`src/rtl/alu_cmd_sequencer.sv`:
```
// rtl/alu_cmd_sequencer.sv - command FIFO and start/done sequencer in front of the TinyALU
// Optional feature: define ALU_SEQ_TAG_EN to carry a 4-bit tag from cmd_tag to rsp_tag.
module alu_cmd_sequencer #(
  parameter int DEPTH   = 4,
  parameter int TIMEOUT = 16
) (
  input  logic        clk,
  input  logic        reset_n,
  input  logic        cmd_valid,
  output logic        cmd_ready,
  input  logic [7:0]  cmd_a,
  input  logic [7:0]  cmd_b,
  input  logic [2:0]  cmd_op,
`ifdef ALU_SEQ_TAG_EN
  input  logic [3:0]  cmd_tag,
  output logic [3:0]  rsp_tag,
`endif
  output logic [7:0]  alu_a,
  output logic [7:0]  alu_b,
  output logic [2:0]  alu_op,
  output logic        alu_start,
  input  logic        alu_done,
  input  logic [15:0] alu_result,
  output logic        rsp_valid,
  input  logic        rsp_ready,
  output logic [15:0] rsp_result,
  output logic        rsp_err,
  output logic        busy
);

  localparam int AW = $clog2(DEPTH);
  localparam int TW = $clog2(TIMEOUT);
`ifdef ALU_SEQ_TAG_EN
  localparam int EW = 23;
`else
  localparam int EW = 19;
`endif

  typedef enum logic [1:0] {S_IDLE, S_BUSY, S_RESP} state_t;

  state_t          state;
  logic [TW-1:0]   timer;
  logic [EW-1:0]   mem [DEPTH];
  logic [AW-1:0]   wr_ptr;
  logic [AW-1:0]   rd_ptr;
  logic [AW:0]     count;
  logic            full;
  logic            empty;
  logic            push;
  logic            pop;
  logic [EW-1:0]   wr_entry;
  logic [EW-1:0]   head;

  assign full      = (count == (AW+1)'(DEPTH));
  assign empty     = (count == '0);
  assign cmd_ready = !full;
  assign push      = cmd_valid && cmd_ready;
  // A command leaves the FIFO only when the FSM can issue it on this edge.
  assign pop       = !empty && ((state == S_IDLE) || (state == S_RESP && rsp_ready));
  assign busy      = (state != S_IDLE) || !empty;
  assign head      = mem[rd_ptr];

`ifdef ALU_SEQ_TAG_EN
  logic [3:0] cur_tag;
  assign wr_entry = {cmd_tag, cmd_op, cmd_b, cmd_a};
`else
  assign wr_entry = {cmd_op, cmd_b, cmd_a};
`endif

  // FIFO storage: write-only array, no reset needed since count guards reads.
  always_ff @(posedge clk) begin
    if (push) mem[wr_ptr] <= wr_entry;
  end

  // FIFO pointers and occupancy; pointers wrap naturally since DEPTH is a power of 2.
  always_ff @(posedge clk) begin
    if (!reset_n) begin
      wr_ptr <= '0;
      rd_ptr <= '0;
      count  <= '0;
    end else begin
      if (push) wr_ptr <= wr_ptr + 1'b1;
      if (pop)  rd_ptr <= rd_ptr + 1'b1;
      case ({push, pop})
        2'b10:   count <= count + 1'b1;
        2'b01:   count <= count - 1'b1;
        default: count <= count;
      endcase
    end
  end

  // Sequencer FSM: issue from FIFO, wait for done or timeout, hold response until taken.
  always_ff @(posedge clk) begin
    if (!reset_n) begin
      state      <= S_IDLE;
      timer      <= '0;
      alu_a      <= '0;
      alu_b      <= '0;
      alu_op     <= '0;
      alu_start  <= 1'b0;
      rsp_valid  <= 1'b0;
      rsp_result <= '0;
      rsp_err    <= 1'b0;
`ifdef ALU_SEQ_TAG_EN
      cur_tag    <= '0;
      rsp_tag    <= '0;
`endif
    end else begin
      case (state)
        S_IDLE: ;
        S_BUSY: begin
          timer <= timer + 1'b1;
          if (alu_done) begin
            rsp_result <= alu_result;
            rsp_err    <= 1'b0;
            alu_start  <= 1'b0;
            rsp_valid  <= 1'b1;
            state      <= S_RESP;
`ifdef ALU_SEQ_TAG_EN
            rsp_tag    <= cur_tag;
`endif
          end else if (timer == TW'(TIMEOUT - 1)) begin
            rsp_result <= '0;
            rsp_err    <= 1'b1;
            alu_start  <= 1'b0;
            rsp_valid  <= 1'b1;
            state      <= S_RESP;
`ifdef ALU_SEQ_TAG_EN
            rsp_tag    <= cur_tag;
`endif
          end
        end
        S_RESP: begin
          if (rsp_ready) begin
            rsp_valid <= 1'b0;
            state     <= S_IDLE;
          end
        end
        default: state <= S_IDLE;
      endcase

      // Issue overrides the state defaults above; shared by IDLE and RESP-handshake.
      if (pop) begin
        alu_a  <= head[7:0];
        alu_b  <= head[15:8];
        alu_op <= head[18:16];
`ifdef ALU_SEQ_TAG_EN
        cur_tag <= head[22:19];
`endif
        if (head[18:16] != 3'b000) begin
          alu_start <= 1'b1;
          timer     <= '0;
          state     <= S_BUSY;
        end else begin
          rsp_result <= '0;
          rsp_err    <= 1'b0;
          rsp_valid  <= 1'b1;
          state      <= S_RESP;
`ifdef ALU_SEQ_TAG_EN
          rsp_tag    <= head[22:19];
`endif
        end
      end
    end
  end

endmodule

```
`config.mk`:
```
export PLATFORM = sky130hd
export DESIGN_NAME = alu_cmd_sequencer
export DESIGN_NICKNAME = d
export VERILOG_FILES = /design/src/rtl/alu_cmd_sequencer.sv
export SDC_FILE = /design/constraint.sdc
export NUM_CORES = 1
export LEC_CHECK = 0
export ABC_AREA = 1
export CAP_MARGIN = 20
export CORE_ASPECT_RATIO = 2
export CORE_UTILIZATION = 55
export DETAILED_ROUTE_END_ITERATION = 7
export PLACE_DENSITY = 0.88
export SETUP_SLACK_MARGIN = 0.1
export SLEW_MARGIN = 20
export SYNTH_ARGS = -nofsm -noshare
export SYNTH_HDL_FRONTEND = slang
export SYNTH_SLANG_ARGS = --single-unit
```
`constraint.sdc`:
```
create_clock -name clk -period 6.6 [get_ports clk]
set_clock_uncertainty 0.05 [all_clocks]
set_input_delay 1.32 -clock clk [delete_from_list [all_inputs] [get_ports clk]]
set_output_delay 1.32 -clock clk [all_outputs]
set_load 0.005 [all_outputs]
```
==> impl_metrics.sql <==
INSERT INTO impl_metrics (metric_group, metric, value, unit) VALUES
('run_status', 'run_status', 'complete, no violations', ''),
('yosys', 'distinct_cell_type_count_after_synthesis', '27', ''),
('run', 'max_cap_viol_count', '0', ''),
('cts', 'postCtsSetupRepairBufs', '0', ''),
('critical_path', 'start_kind', 'input port', ''),
('critical_path', 'rr_endpoint', 'count[2]$_SDFFE_PN0P_', ''),
('power', 'vdd.ir_drop.worst', '0.3167', 'mV'),
('layout', 'post_route_cells_drive_above_1_share', '0.09760', ''),
('critical_path', 'crit_path_required_time', '6.88', 'ns'),
('cts', 'cts_sinks', '129', ''),
('power', 'p_leak', '2.440', 'nW'),
('critical_path', 'timing.reg2reg.setup_slack', '3.91', 'ns'),
('yosys', 'postSynthNetCount', '542', ''),
('sta', 'timing.final.crit_share', '0.5049', ''),
('placed_design', 'post-dp-hpwl', '6745', 'um'),
('sta', 'max_clock_freq', '300.1', 'MHz'),
('cts', 'ctsHoldBuffers', '0', ''),
('die', 'design.die.area', '0.009745', 'sq mm'),
('placed_design', 'place.port_buffers', '79', ''),
('min_path', 'hp-class', 'register to register', ''),
('placed_design', 'routabilityCongestion', '0.7835', ''),
('yosys', 'synth_seq_area_share', '0.6514', ''),
('global_routing', 'grt_start_max_net_pins', '47', ''),
('min_path', 'worstHoldStart', 'rd_ptr[1]$_SDFFE_PN0N_', ''),
('layout', 'postLayoutCellArea', '0.006546', 'sq mm'),
('global_routing', 'grt_pass1_vias', '3852', ''),
('cts', 'tritoncts', 'done', ''),
('cts', 'cts.reportedPaths.clkPinSlew', '0.05', 'ns'),
('global_routing', 'grt_remaining_overflow', '0', ''),
('die', 'start_util', '0.5695', ''),
('yosys', 'syn_area_per_cell', '10.43', 'sq um'),
('placed_design', 'dp_cells', '652', ''),
('sta', 'tightestPinTransition', '1.050', 'ns'),
('cts', 'number_of_h_tree_levels', '4', ''),
('routing', 'vias', '3636', ''),
('global_routing', 'grt_pass1_wl', '17680', 'um'),
('routing', 'finalWirelength', '10680', 'um'),
('layout', 'antenna-diode-count', '0', ''),
('layout', 'final_common_cell', 'sky130_fd_sc_hd__nand2_1', ''),
('critical_path', 'endpoint_kind', 'register', ''),
('sta', 'fin_setup_tns', '0', 'ns'),
('sta', 'grt_setup_unrepaired', 'false', ''),
('die', 'core-area', '0.009012', 'sq mm'),
('critical_path', 'regToRegStartpoint', 'state[0]$_SDFFE_PN0P_', ''),
('cts', 'ctsRootBufferMaster', 'sky130_fd_sc_hd__clkbuf_16', ''),
('yosys', 'ys_ff_latch', '129', ''),
('sta', 'slew_violations', '0', ''),
('die', 'boundaryPins', '80', ''),
('routing', 'detailedRoute.firstPassIterationCount', '4', ''),
('sta', 'maxSlewHeadroom', '0.2995', ''),
('min_path', 'hold_path_depth', '2', ''),
('critical_path', 'cp.arrival', '3.62', 'ns'),
('routing', 'drt_drc_violations_left', '0', ''),
('placed_design', 'placedInstanceArea', '0.005949', 'sq mm'),
('cts', 'worst_skew_pair_latency', '0.41', 'ns'),
('yosys', 'ys.warnings.count', '0', ''),
('layout', 'fill_cells', '594', ''),
('routing', 'antenna_violating_nets_post_route', '0', ''),
('sta', 'finalHoldViolCount', '0', ''),
('layout', 'final-instance-count-excl-fill', '686', ''),
('die', 'die_height', '138.6', 'um'),
('sta', 'timing.final.crit_period', '3.332', 'ns'),
('layout', 'syn2layout_area_growth', '27.55', '%'),
('cts', 'cts_resized', '0', ''),
('routing', 'detailedRoute.firstIterationViolations', '185', ''),
('routing', 'routed_wire_length_per_instance', '15.57', 'um'),
('cts', 'clk_path_buf_depth', '2', ''),
('sta', 'final-setup-viol-count', '0', ''),
('die', 'horizontal_die_dimension', '70.31', 'um'),
('yosys', 'netlist_area', '0.005132', 'sq mm'),
('cts', 'numCtsBuffers', '17', ''),
('layout', 'finalNetCount', '621', ''),
('yosys', 'synthesized_instance_count', '492', ''),
('power', 'cellPowerDensity', '432.5', 'mW/mm^2'),
('layout', 'final_cell_mix', 'sky130_fd_sc_hd__nand2_1, sky130_fd_sc_hd__clkdlybuf4s50_1, sky130_fd_sc_hd__nor2_1', ''),
('critical_path', 'critPathKind', 'input port to register', ''),
('global_routing', 'antenna_found_initial', '0', ''),
('die', 'std_cell_rows', '49', ''),
('critical_path', 'critical_path.max_fanout', '46', ''),
('min_path', 'whs_endpoint', 'rd_ptr[1]$_SDFFE_PN0N_', ''),
('global_routing', 'grtUsageTotal', '0.2388', ''),
('routing', 'viasPerCell', '5.300', ''),
('critical_path', 'reg2regPathDepth', '11', '');
==> power by group <==
part | internal, W | switching (W) | total [W] | leakage [nW]
combinational | 0.000349 | 0.000508 | 0.000857 | 1.04
sequential | 0.00100 | 0.0000843 | 0.00109 | 1.13
clock | 0.000553 | 0.000336 | 0.000889 | 0.270
==> layout make-up <==
class	instances	area [sq um]	area share
Clock buffer	18	429.2	0.06556
Timing Repair Buffer	82	820.8	0.1254
Inverter	41	167.7	0.02561
Multi-Input combinational cell	300	1518	0.2318
Clock inverter	14	140.1	0.02141
Tap cell	102	127.6	0.01950
Sequential cell	129	3343	0.5107
==> worst max path at each step <==
stage | start | endpoint | slack [ns]
4_1_cts | rsp_ready | count[1]$_SDFFE_PN0P_ | 3.32
2_1_floorplan | rsp_ready | count[2]$_SDFFE_PN0P_ | 3.69
3_5_place_dp | rsp_ready | count[2]$_SDFFE_PN0P_ | 2.95
5_1_grt | rsp_ready | count[2]$_SDFFE_PN0P_ | 3.08
6_report | rsp_ready | count[2]$_SDFFE_PN0P_ | 3.27
3_3_place_gp | rsp_ready | count[1]$_SDFFE_PN0P_ | 3.03
==> through the flow <==
step	setup WS (ns)	utilization	power, W	hold slack [ns]
finish	3.268	0.7264	0.002831	0.4198
global route	3.083	0.7264	0.002994	0.4578
CTS	3.320	0.7233	0.002836	0.4236
detailed placement	2.953	0.6601	0.001936	0.4146
global placement	3.033	0.6601	0.001889	0.4002
floorplan	3.687	-	0.001628	0.3863
==> cells by family after synthesis <==
kind of cell               count (synthesis)  share of synthesized area
adders and majority gates                 10                    0.02584
muxes                                      1                   0.001950
AOI/OAI and AO/OA                         93                    0.09508
buffers and inverters                     63                    0.05583
DFF                                      129                     0.6514
and+or+nand+nor                          193                     0.1648
xor gates and xnor gates                   3                   0.005120
==> worst max-delay path: stages <==
cell and delay [ns]:
sky130_fd_sc_hd__clkdlybuf4s50_1 0.42, sky130_fd_sc_hd__nand2_1 0.06, sky130_fd_sc_hd__nand2_1 0.04, sky130_fd_sc_hd__nand2_1 0.10
sky130_fd_sc_hd__inv_2 0.27, sky130_fd_sc_hd__ha_1 0.34, sky130_fd_sc_hd__fa_1 0.40, sky130_fd_sc_hd__o21ai_0 0.32
sky130_fd_sc_hd__o21ai_0 0.13, sky130_fd_sc_hd__a21oi_1 0.20
==> state kept, by name, indices dropped and copies added (netlist names), 3 cells and up, named ones only <==
| signal | flops |
|---|---|
| alu_a | 8 |
| alu_b | 8 |
| alu_op | 3 |
| count | 3 |
| mem | 76 |
| rsp_result | 16 |
| timer | 4 |
==> synth_stat cells <==
cell type	n	area share
sky130_fd_sc_hd__xnor2_1	1	0.0017
sky130_fd_sc_hd__clkbuf_1	9	0.0066
sky130_fd_sc_hd__buf_12	1	0.0039
sky130_fd_sc_hd__nor2_1	82	0.060
sky130_fd_sc_hd__a21oi_1	15	0.015
sky130_fd_sc_hd__nand4_1	2	0.0024
sky130_fd_sc_hd__nand2_4	1	0.0022
sky130_fd_sc_hd__o21bai_1	1	0.0015
sky130_fd_sc_hd__nand2_1	80	0.059
sky130_fd_sc_hd__fa_1	1	0.0039
sky130_fd_sc_hd__nand2_2	4	0.0049
sky130_fd_sc_hd__mux2i_1	1	0.0020
sky130_fd_sc_hd__edfxtp_1	76	0.44
sky130_fd_sc_hd__inv_1	37	0.027
sky130_fd_sc_hd__bufinv_8	1	0.0034
sky130_fd_sc_hd__ha_1	9	0.022
sky130_fd_sc_hd__xor2_1	2	0.0034
sky130_fd_sc_hd__inv_2	3	0.0022
sky130_fd_sc_hd__dfxtp_1	53	0.21
sky130_fd_sc_hd__nor2_4	11	0.024
sky130_fd_sc_hd__buf_1	3	0.0022
sky130_fd_sc_hd__o21ai_0	61	0.059
sky130_fd_sc_hd__nand3_1	13	0.013
sky130_fd_sc_hd__buf_6	1	0.0022
sky130_fd_sc_hd__a31oi_1	16	0.020
sky130_fd_sc_hd__buf_4	1	0.0015
sky130_fd_sc_hd__buf_2	7	0.0068
==> per-layer routing <==
layer,wire length (um),track usage,vias up,share of wire
met3,559,0.06904,27,0.052
met5,0,0,-,0
li1,-,-,1802,-
met1,3739,0.2378,1666,0.35
met2,6063,0.4266,141,0.57
met4,319,0.1400,0,0.030
Power figures use the tool's default switching activity.
==> edit (same settings) <==
The option `ALU_SEQ_TAG_EN` is turned on by a define.
--- a/src/rtl/alu_cmd_sequencer.sv
+++ b/src/rtl/alu_cmd_sequencer.sv
@@ -1,5 +1,7 @@
 // rtl/alu_cmd_sequencer.sv - command FIFO and start/done sequencer in front of the TinyALU
 // Optional feature: define ALU_SEQ_TAG_EN to carry a 4-bit tag from cmd_tag to rsp_tag.
+`define ALU_SEQ_TAG_EN
+
 module alu_cmd_sequencer #(
   parameter int DEPTH   = 4,
   parameter int TIMEOUT = 16
Ports: changed (added cmd_tag and rsp_tag); port bits go from 80 to 88. No check against the original RTL was run, so the function may have changed too.
==> edit against the original RTL <==
  * Synthesized area grew 16%
  * Utilization fell by 1.8 points
  * Final area increased by 14%
  * Wire length rose by 21%
  * Sequential cell count up 24
  * Combinational power grew 21%
  * Power rose by 16%
  * First-iteration DRC count rose by 77%
  * Setup slack got worse by 0.12 ns
  * Clock power grew 6.9%
  * Synthesized cell count grew 12%
  * Global-route usage rose by 0.85 points
  * Sequential share of layout area is 2.3 points higher
  * Largest cell class unchanged
==> edit: results (changes against the original RTL) <==
metric,value,unit,change
status,completed,,
synth top area cells,"edfxtp_1 (46%), dfxtp_1 (20%), nor2_1 (5.6%), o21ai_0 (4.9%), nand2_1 (3.8%)",,
global-route wire length before repair,20300,µm,+15%
via density per instance,5.56,,+5.0%
"Seq/Total Area, Yosys",0.667,,+0.0160
Port Buffers,87,,+10%
Leakage,2.69,nW,+10%
dpl cell area,0.00688,mm²,+16%
routability congestion estimate from global placement,0.830,,+5.9%
Tightest Pin Transition,0.842,ns,-0.208 ns
share of layout cells above drive strength 1,0.102,,+0.00472
Largest regs,"mem (92), rsp_result (16)",,
largest net degree at the start of global routing,49,,+4.3%
Peak VDD IR,307,µV,-3.0%
HPWL Detailed,7880,µm,+17%
"wirelength, routed",12900,µm,+21%
gr usage total,0.247,,+0.00852
"Distinct cells, synth",29,,+7.4%
hold path start,cur_tag[3],,
top post-synthesis cells by count,"edfxtp_1 (92), nor2_1 (89), dfxtp_1 (61), nand2_1 (61), o21ai_0 (58)",,
vias in the first global route,4471,,+16%
drt pass-1 iters,6,,+2
critical path data arrival time,3.70,ns,+0.08 ns
"critical path fanouts, max",48,,+4.3%
initial DRC count,327,,+77%
Layout Nets,686,,+10%
[edit: changes by cell type in the layout (fill, tap and decap cells not counted), sizes merged, moves of 7 or more]
cell / before / now
inv: 42 / 31
dfxtp: 53 / 61
clkdlybuf4s50: 79 / 86
nand3: 13 / 29
edfxtp: 76 / 92
nand2: 85 / 67
a21oi: 15 / 37
o21ai: 61 / 79
[edit: kinds of logic after synthesis]
| group | Yosys count | share of synthesized area |
|---|---|---|
| simple gates | 193 | 0.139 |
| compound gates | 133 | 0.121 |
| buf+inv | 58 | 0.0476 |
| flops | 153 | 0.667 |
| fa+ha+maj | 10 | 0.0222 |
| xor+xnor | 2 | 0.00293 |
[edit: area by class of cell]
class                      instances  area, µm²
clock buffer                      17        425
clock inverter                    15        158
fill                             686       3080
inverter                          30        113
multi-input combinational        338       1710
sequential                       153       3980
tap                              137        171
timing repair buffer              92        903
[edit: final timing paths]
path,end,slack (ns),depth (start not counted)
max reg2reg,count[2],3.89,12
min,cur_tag[3],0.41,2
max,count[1],3.15,9
min reg2reg,cur_tag[3],0.41,2
[edit: report_power, final]
group | internal (mW) | switching [mW] | total (mW)
combinational | 0.406 | 0.635 | 1.04
sequential | 1.20 | 0.0999 | 1.30
clock | 0.587 | 0.363 | 0.950
[edit: through the flow]
stage                      util  setup slack, ns  total power, mW  instances  hold WS [ns]
after floorplan               -             3.55             1.99        549         0.382
after global placement    0.653             2.85             2.27        750         0.398
after detailed placement  0.653             2.74             2.33        750         0.402
after CTS                 0.708             3.16             3.29        782         0.412
after global routing      0.708             2.96             3.48        782         0.424
final                     0.708             3.15             3.29        782         0.411
[edit: per-layer routing]
layer	wire, µm	global-route usage	vias to the layer above
met5	0	0	-
met4	417	0.146	0
met3	736	0.0655	38
met2	7090	0.432	175
met1	4630	0.254	2071
li1	-	-	2066
[edit: worst max-delay path, cell delays in order]
cell and delay, ns:
clkdlybuf4s50_1 0.48, nand2_1 0.05, nand2_1 0.07, nand2_2 0.13, inv_2 0.63, ha_1 0.35
fa_1 0.43, o21ai_0 0.17, a21oi_1 0.07
